--- src/rtl/systolic_seq_ctrl_if.sv ---
// Command/array-control bundle for systolic_seq_ctrl; master = upstream controller, slave = sequencer.
// Perf counter signals exist only when SYS_PERF_CNT_EN is defined.
interface systolic_seq_ctrl_if #(
  parameter int N      = 3,
  parameter int ROW_W  = 8,
  parameter int ADDR_W = 8
);
  logic              cmd_valid;
  logic              cmd_ready;
  logic [1:0]        cmd_mode;
  logic [ROW_W-1:0]  cmd_rows;
  logic [ADDR_W-1:0] cmd_acc_addr;
  logic              cmd_acc_clear;
  logic              cmd_reuse_weights;
  logic              abort;
  logic              busy;
  logic              done;
  logic              err_mode;
  logic              en_weight_pass;
  logic [N-1:0]      en_capture;
  logic              systolic_active;
  logic              acc_wr_en;
  logic [ADDR_W-1:0] acc_wr_addr;
  logic              acc_accumulate;
  logic              acc_clear;
`ifdef SYS_PERF_CNT_EN
  logic [31:0]       perf_busy_cycles;
  logic [31:0]       perf_cmds;

  modport master (
    output cmd_valid, cmd_mode, cmd_rows, cmd_acc_addr, cmd_acc_clear, cmd_reuse_weights, abort,
    input  cmd_ready, busy, done, err_mode, en_weight_pass, en_capture, systolic_active,
           acc_wr_en, acc_wr_addr, acc_accumulate, acc_clear, perf_busy_cycles, perf_cmds
  );
  modport slave (
    input  cmd_valid, cmd_mode, cmd_rows, cmd_acc_addr, cmd_acc_clear, cmd_reuse_weights, abort,
    output cmd_ready, busy, done, err_mode, en_weight_pass, en_capture, systolic_active,
           acc_wr_en, acc_wr_addr, acc_accumulate, acc_clear, perf_busy_cycles, perf_cmds
  );
`else
  modport master (
    output cmd_valid, cmd_mode, cmd_rows, cmd_acc_addr, cmd_acc_clear, cmd_reuse_weights, abort,
    input  cmd_ready, busy, done, err_mode, en_weight_pass, en_capture, systolic_active,
           acc_wr_en, acc_wr_addr, acc_accumulate, acc_clear
  );
  modport slave (
    input  cmd_valid, cmd_mode, cmd_rows, cmd_acc_addr, cmd_acc_clear, cmd_reuse_weights, abort,
    output cmd_ready, busy, done, err_mode, en_weight_pass, en_capture, systolic_active,
           acc_wr_en, acc_wr_addr, acc_accumulate, acc_clear
  );
`endif
endinterface

--- src/rtl/systolic_seq_ctrl.sv ---
// Sequencer for an N x N weight-stationary systolic array: LOAD -> COMPUTE -> DRAIN -> DONE.
// Optional SYS_PERF_CNT_EN adds saturating busy-cycle and completed-command counters.
module systolic_seq_ctrl #(
  parameter int N      = 3,
  parameter int ROW_W  = 8,
  parameter int ADDR_W = 8
) (
  input  logic            clk,
  input  logic            rst,
  systolic_seq_ctrl_if.slave bus
);
  localparam int CW = ROW_W + 5;
  localparam logic [CW-1:0] NM1 = CW'(N - 1);

  typedef enum logic [2:0] {S_IDLE, S_LOAD, S_COMPUTE, S_DRAIN, S_DONE} state_t;

  state_t            r_state;
  logic [CW-1:0]     r_cnt;
  logic [1:0]        r_mode;
  logic [ROW_W-1:0]  r_rows;
  logic [ADDR_W-1:0] r_base;
  logic              r_clear;
  logic              r_first;
  logic              r_wv;

  logic              w_accept;
  logic [CW-1:0]     w_rows_ext;
  logic [CW-1:0]     w_last_beat;
  logic [CW-1:0]     w_off;
  logic              w_wr_en;

  assign w_rows_ext  = {{5{1'b0}}, r_rows};
  assign w_last_beat = w_rows_ext + CW'(N - 2);
  assign w_accept    = bus.cmd_valid && bus.cmd_ready;

  always_ff @(posedge clk or posedge rst) begin
    if (rst) begin
      r_state <= S_IDLE;
      r_cnt   <= '0;
      r_mode  <= '0;
      r_rows  <= '0;
      r_base  <= '0;
      r_clear <= 1'b0;
      r_first <= 1'b0;
      r_wv    <= 1'b0;
    end else begin
      r_first <= 1'b0;
      if (r_state != S_IDLE && bus.abort) begin
        r_state <= S_IDLE;
        r_cnt   <= '0;
        r_wv    <= 1'b0;
      end else begin
        case (r_state)
          S_IDLE: begin
            if (w_accept) begin
              r_mode  <= bus.cmd_mode;
              r_rows  <= bus.cmd_rows;
              r_base  <= bus.cmd_acc_addr;
              r_clear <= bus.cmd_acc_clear;
              r_first <= 1'b1;
              r_cnt   <= '0;
              if (bus.cmd_mode[0] || bus.cmd_rows == '0)
                r_state <= S_DONE;
              else if (bus.cmd_reuse_weights && r_wv)
                r_state <= S_COMPUTE;
              else
                r_state <= S_LOAD;
            end
          end
          S_LOAD: begin
            if (r_cnt == NM1) begin
              r_cnt   <= '0;
              r_wv    <= 1'b1;
              r_state <= S_COMPUTE;
            end else begin
              r_cnt <= r_cnt + CW'(1);
            end
          end
          // The beat counter keeps running from COMPUTE into DRAIN so write addressing stays continuous.
          S_COMPUTE: begin
            r_cnt <= r_cnt + CW'(1);
            if (r_cnt == w_rows_ext - CW'(1))
              r_state <= S_DRAIN;
          end
          S_DRAIN: begin
            if (r_cnt == w_last_beat) begin
              r_cnt   <= '0;
              r_state <= S_DONE;
            end else begin
              r_cnt <= r_cnt + CW'(1);
            end
          end
          S_DONE:  r_state <= S_IDLE;
          default: r_state <= S_IDLE;
        endcase
      end
    end
  end

  assign w_off   = r_cnt - NM1;
  assign w_wr_en = (r_state == S_COMPUTE || r_state == S_DRAIN) &&
                   (r_cnt >= NM1) && (r_cnt <= w_last_beat);

  assign bus.cmd_ready       = (r_state == S_IDLE) && !bus.abort;
  assign bus.busy            = (r_state != S_IDLE);
  assign bus.done            = (r_state == S_DONE);
  assign bus.err_mode        = (r_state == S_DONE) && r_mode[0];
  assign bus.en_weight_pass  = (r_state == S_LOAD);
  assign bus.systolic_active = (r_state == S_COMPUTE);
  assign bus.acc_wr_en       = w_wr_en;
  assign bus.acc_accumulate  = w_wr_en && (r_mode == 2'b10);
  assign bus.acc_clear       = r_first && r_clear && !r_mode[0];

  always_comb begin
    bus.en_capture  = '0;
    bus.acc_wr_addr = '0;
    if (r_state == S_LOAD)
      bus.en_capture = N'(1) << r_cnt;
    if (w_wr_en)
      bus.acc_wr_addr = r_base + ADDR_W'(w_off);
  end

`ifdef SYS_PERF_CNT_EN
  logic [31:0] r_perf_busy;
  logic [31:0] r_perf_cmds;

  always_ff @(posedge clk or posedge rst) begin
    if (rst) begin
      r_perf_busy <= '0;
      r_perf_cmds <= '0;
    end else begin
      if (r_state != S_IDLE && r_perf_busy != '1)
        r_perf_busy <= r_perf_busy + 32'd1;
      if (r_state == S_DONE && r_perf_cmds != '1)
        r_perf_cmds <= r_perf_cmds + 32'd1;
    end
  end

  assign bus.perf_busy_cycles = r_perf_busy;
  assign bus.perf_cmds        = r_perf_cmds;
`else
  // Performance counters are not built in this configuration.
`endif
endmodule

--- src/flat_wrapper.sv ---
// flat-port wrapper written by rule: the top's interface ports become plain ports
module systolic_seq_ctrl_flat 
#(
  parameter int N      = 3,
  parameter int ROW_W  = 8,
  parameter int ADDR_W = 8
)
  (clk, rst, bus_cmd_valid, bus_cmd_mode, bus_cmd_rows, bus_cmd_acc_addr, bus_cmd_acc_clear, bus_cmd_reuse_weights, bus_abort, bus_cmd_ready, bus_busy, bus_done, bus_err_mode, bus_en_weight_pass, bus_en_capture, bus_systolic_active, bus_acc_wr_en, bus_acc_wr_addr, bus_acc_accumulate, bus_acc_clear);
  systolic_seq_ctrl_if #(.N(N), .ROW_W(ROW_W), .ADDR_W(ADDR_W)) bus_i ();
  input  logic clk;
  input  logic rst;
  input wire logic [$bits(bus_i.cmd_valid)-1:0] bus_cmd_valid;
  input wire logic [$bits(bus_i.cmd_mode)-1:0] bus_cmd_mode;
  input wire logic [$bits(bus_i.cmd_rows)-1:0] bus_cmd_rows;
  input wire logic [$bits(bus_i.cmd_acc_addr)-1:0] bus_cmd_acc_addr;
  input wire logic [$bits(bus_i.cmd_acc_clear)-1:0] bus_cmd_acc_clear;
  input wire logic [$bits(bus_i.cmd_reuse_weights)-1:0] bus_cmd_reuse_weights;
  input wire logic [$bits(bus_i.abort)-1:0] bus_abort;
  output wire logic [$bits(bus_i.cmd_ready)-1:0] bus_cmd_ready;
  output wire logic [$bits(bus_i.busy)-1:0] bus_busy;
  output wire logic [$bits(bus_i.done)-1:0] bus_done;
  output wire logic [$bits(bus_i.err_mode)-1:0] bus_err_mode;
  output wire logic [$bits(bus_i.en_weight_pass)-1:0] bus_en_weight_pass;
  output wire logic [$bits(bus_i.en_capture)-1:0] bus_en_capture;
  output wire logic [$bits(bus_i.systolic_active)-1:0] bus_systolic_active;
  output wire logic [$bits(bus_i.acc_wr_en)-1:0] bus_acc_wr_en;
  output wire logic [$bits(bus_i.acc_wr_addr)-1:0] bus_acc_wr_addr;
  output wire logic [$bits(bus_i.acc_accumulate)-1:0] bus_acc_accumulate;
  output wire logic [$bits(bus_i.acc_clear)-1:0] bus_acc_clear;
  assign bus_i.cmd_valid = bus_cmd_valid;
  assign bus_i.cmd_mode = bus_cmd_mode;
  assign bus_i.cmd_rows = bus_cmd_rows;
  assign bus_i.cmd_acc_addr = bus_cmd_acc_addr;
  assign bus_i.cmd_acc_clear = bus_cmd_acc_clear;
  assign bus_i.cmd_reuse_weights = bus_cmd_reuse_weights;
  assign bus_i.abort = bus_abort;
  assign bus_cmd_ready = bus_i.cmd_ready;
  assign bus_busy = bus_i.busy;
  assign bus_done = bus_i.done;
  assign bus_err_mode = bus_i.err_mode;
  assign bus_en_weight_pass = bus_i.en_weight_pass;
  assign bus_en_capture = bus_i.en_capture;
  assign bus_systolic_active = bus_i.systolic_active;
  assign bus_acc_wr_en = bus_i.acc_wr_en;
  assign bus_acc_wr_addr = bus_i.acc_wr_addr;
  assign bus_acc_accumulate = bus_i.acc_accumulate;
  assign bus_acc_clear = bus_i.acc_clear;
  systolic_seq_ctrl #(.N(N), .ROW_W(ROW_W), .ADDR_W(ADDR_W)) u_core (.clk(clk), .rst(rst), .bus(bus_i));
endmodule
--- config.mk ---
export PLATFORM = sky130hd
export DESIGN_NAME = systolic_seq_ctrl_flat
export DESIGN_NICKNAME = d
export VERILOG_FILES = /design/src/rtl/systolic_seq_ctrl_if.sv /design/src/rtl/systolic_seq_ctrl.sv /design/src/flat_wrapper.sv
export SDC_FILE = /design/constraint.sdc
export NUM_CORES = 1
export LEC_CHECK = 0
export CORE_ASPECT_RATIO = 1.4
export CORE_UTILIZATION = 50
export CTS_BUF_LIST = sky130_fd_sc_hd__clkbuf_8
export DETAILED_ROUTE_END_ITERATION = 12
export PLACE_DENSITY = 0.78
export RECOVER_POWER = 100
export SLEW_MARGIN = 20
export SYNTH_ARGS = -nofsm -noshare
export SYNTH_HDL_FRONTEND = slang
export SYNTH_SLANG_ARGS = --single-unit
--- constraint.sdc ---
create_clock -name clk -period 4.5 [get_ports clk]
set_clock_uncertainty 0.15 [all_clocks]
set_input_delay 0.9 -clock clk [delete_from_list [all_inputs] [get_ports clk]]
set_output_delay 0.9 -clock clk [all_outputs]
set_load 0.05 [all_outputs]
==> flow_summary.ini <==
[sta]
rsz0062_at_grt = false
setup-tns-final_ns = 0
worst_pin_slew_ns = 1.970
timing.final.ws_setup_ns = 0.1797
finalSetupViolCount = 0
clock.fmax_mhz = 231.5
relSlewSlack = -0.3134
fin_crit_sh = 0.9601
hold_violations = 0
fin_crit_ns = 4.320
drv_slew = 38

[die]
die_area_um2 = 5918
die_w_um = 65.31
core_um2 = 5275
io_pins = 44
die_h_um = 90.63
start_util = 0.5318
num_rows = 31

[routing]
drt_pass1_iterations = 4
drc_errors = 0
ant_nets = 0
avgRoutedWirePerCell_um = 14.95
drtIter0Drc = 224
viasPerCell = 5.708
num_vias = 2523
routed_wl_mm = 6.606

[layout]
stdcell_area_um2 = 3351
fill_cells = 504
areaGrowthSynthToFinish_pct = 19.45
final_core_util = 0.6352
drive_above_1_share = 0.08777
nets = 426
diodes = 0

[status]
status = complete, but fails checks
violations = capacitance limit, slew limit

[synth]
synth_edf_count = 0
synth_cells = 336
syn-num-nets = 387
yosysWarnings = 0
yosysTopAreaCell = dfrtp_1
yosysMostFrequentCell = inv_1
ys_ff_latch = 37
syn_area_um2 = 2805
synth_cell_types = 47
yosysSeqAreaShare = 0.3301
synth_top_flop_cell = dfrtp_1
yosys-top-cells-count = inv_1 (38), dfrtp_1 (37), nand2_1 (34)
syn_avg_cell_area_um2 = 8.349
async_reset_ff_frac = 1.000
synth.top_cell.area_share = 0.3301
yosys-top-cells-area = dfrtp_1 (33%), ha_1 (12%), inv_1 (5.1%)

[placement]
dpl_worst_slack_ns = 0.5118
port_buffers = 43
dp_hpwl_mm = 5.193
place.gp.congestion = 0.8820
placed_area_um2 = 3279

[critical_path]
crit_required_ns = 3.45
critPathArrivalTime_ns = 3.27
critPathLaunchType = flop
end_kind = output pin
path_class = reg2out
crit_fanout = 10

[global_route]
grt_pass1_vias = 2428
antenna_found_initial = 0
grt_max_degree = 38
grt_overflow = 0
grt_pass1_wl_mm = 11.30
grtUsageTotal = 0.2446

[pwr]
ir_drop_mv = 0.3247
leakagePower_nw = 1.551
p_per_area_nw_per_um2 = 602.0
power_w = 0.002017

[worst_hold_path]
hp-class = reg2reg

[cts]
path_clk_slew_ns = 0.08
clock_path_buffers = 2
cts-resized-gates = 0
ctsHtreeMaxLevel = 2
cts_tree = yes
clock-sinks = 37
cts_buffers = 5
root_buffer = clkbuf_8
cts_hold_buffers = 0
post_cts_buffers = 0
worstSkewPairLatency_ns = 0.29

[flow_run]
cap_violations = 1
[cells by family (layout without fill, tap and decap cells)]
family                     after synthesis  after routing  synth area share
muxes                                   11             11           0.04549
xor gates and xnor gates                20             20           0.06244
adders and majority gates               27             27            0.1231
AOI/OAI and AO/OA                       74             74            0.1659
buffers and inverters                   53             93           0.07136
DFF                                     37             37            0.3301
and+or+nand+nor                        114            114            0.2016
[layout by cell type, fill, tap and decap left out, types with 2 or more instances in the layout]
cell,n
o22ai_1,2
or3_1,4
mux2_2,10
nand4_1,5
nor2b_1,6
a21o_1,5
inv_1,38
clkbuf_1,2
ha_1,26
nand2b_1,3
nand3_1,12
o21bai_1,3
dfrtp_1,37
o211ai_1,2
nor2_1,22
o31ai_1,5
nand2_1,34
clkdlybuf4s50_1,21
and3_1,4
xor2_1,8
clkbuf_8,5
o221ai_1,2
clkbuf_2,8
nor4_1,5
xnor2_1,12
o21ai_0,26
nor3_1,11
a21oi_1,18
a211oi_1,2
dlygate4sd3_1,12
[cell type report]
cell class	count	area, um^2	area share
multi-input cells	246	1670	0.4985
flip-flops and latches	37	925.9	0.2763
repair buffers	46	410.4	0.1225
inverters	39	146.4	0.04369
well taps	66	82.58	0.02465
clock buffers	5	68.82	0.02054
clock inverters	3	46.29	0.01382
[metrics by stage]
step	hold slack [ns]	std cells
after global routing	0.3652	442
after floorplan	0.3187	336
final	0.3546	442
after detailed placement	0.3397	434
after global placement	0.3341	434
after CTS	0.3586	442
[routing by layer]
metal | vias to the layer above | GRT usage | share of wire
met5 | - | 0 | 0
met4 | 0 | 0.1069 | 0.025
li1 | 1248 | - | -
met2 | 60 | 0.4149 | 0.52
met3 | 18 | 0.03914 | 0.034
met1 | 1197 | 0.2968 | 0.42
[final timing paths]
check / from / end / slack [ns] / cells after the start
max in group asynchronous: rst / u_core.r_cnt[2] / 1.46 / 3
hold / removal: u_core.r_mode[1] / u_core.r_mode[1] / 0.35 / 1
setup reg to reg: u_core.r_rows[2] / u_core.r_cnt[11] / 1.06 / 12
hold reg to reg: u_core.r_mode[1] / u_core.r_mode[1] / 0.35 / 1
min in group asynchronous: rst / u_core.r_mode[0] / 1.60 / 3
setup / recovery: u_core.r_rows[2] / bus_acc_accumulate / 0.18 / 10
[critical path: stages, from the launching register on]
cell and delay, ns:
dfrtp_1 0.51, nand2_1 0.09, nor3_1 0.20, nand4_1 0.14, xor2_1 0.17, ha_1 0.28
nand2_1 0.05, or4_1 0.53, a221o_1 0.52, nor3b_2 0.31, buf_12 0.17
[power breakdown]
group	total (W)	leakage, nW	switching [W]	internal (W)
combinational	0.00115	1.02	0.000673	0.000481
clock	0.000294	0.0543	0.000128	0.000166
sequential	0.000570	0.477	0.000131	0.000439
[state kept, by name, summed over array words and instances (netlist names)]
| register | count |
|---|---|
| u_core.r_first | 1 |
| u_core.r_state | 3 |
| u_core.r_mode | 2 |
| u_core.r_cnt | 13 |
| u_core.r_clear | 1 |
| u_core.r_base | 8 |
| u_core.r_wv | 1 |
| u_core.r_rows | 8 |
(Power assumes the default switching activity.)
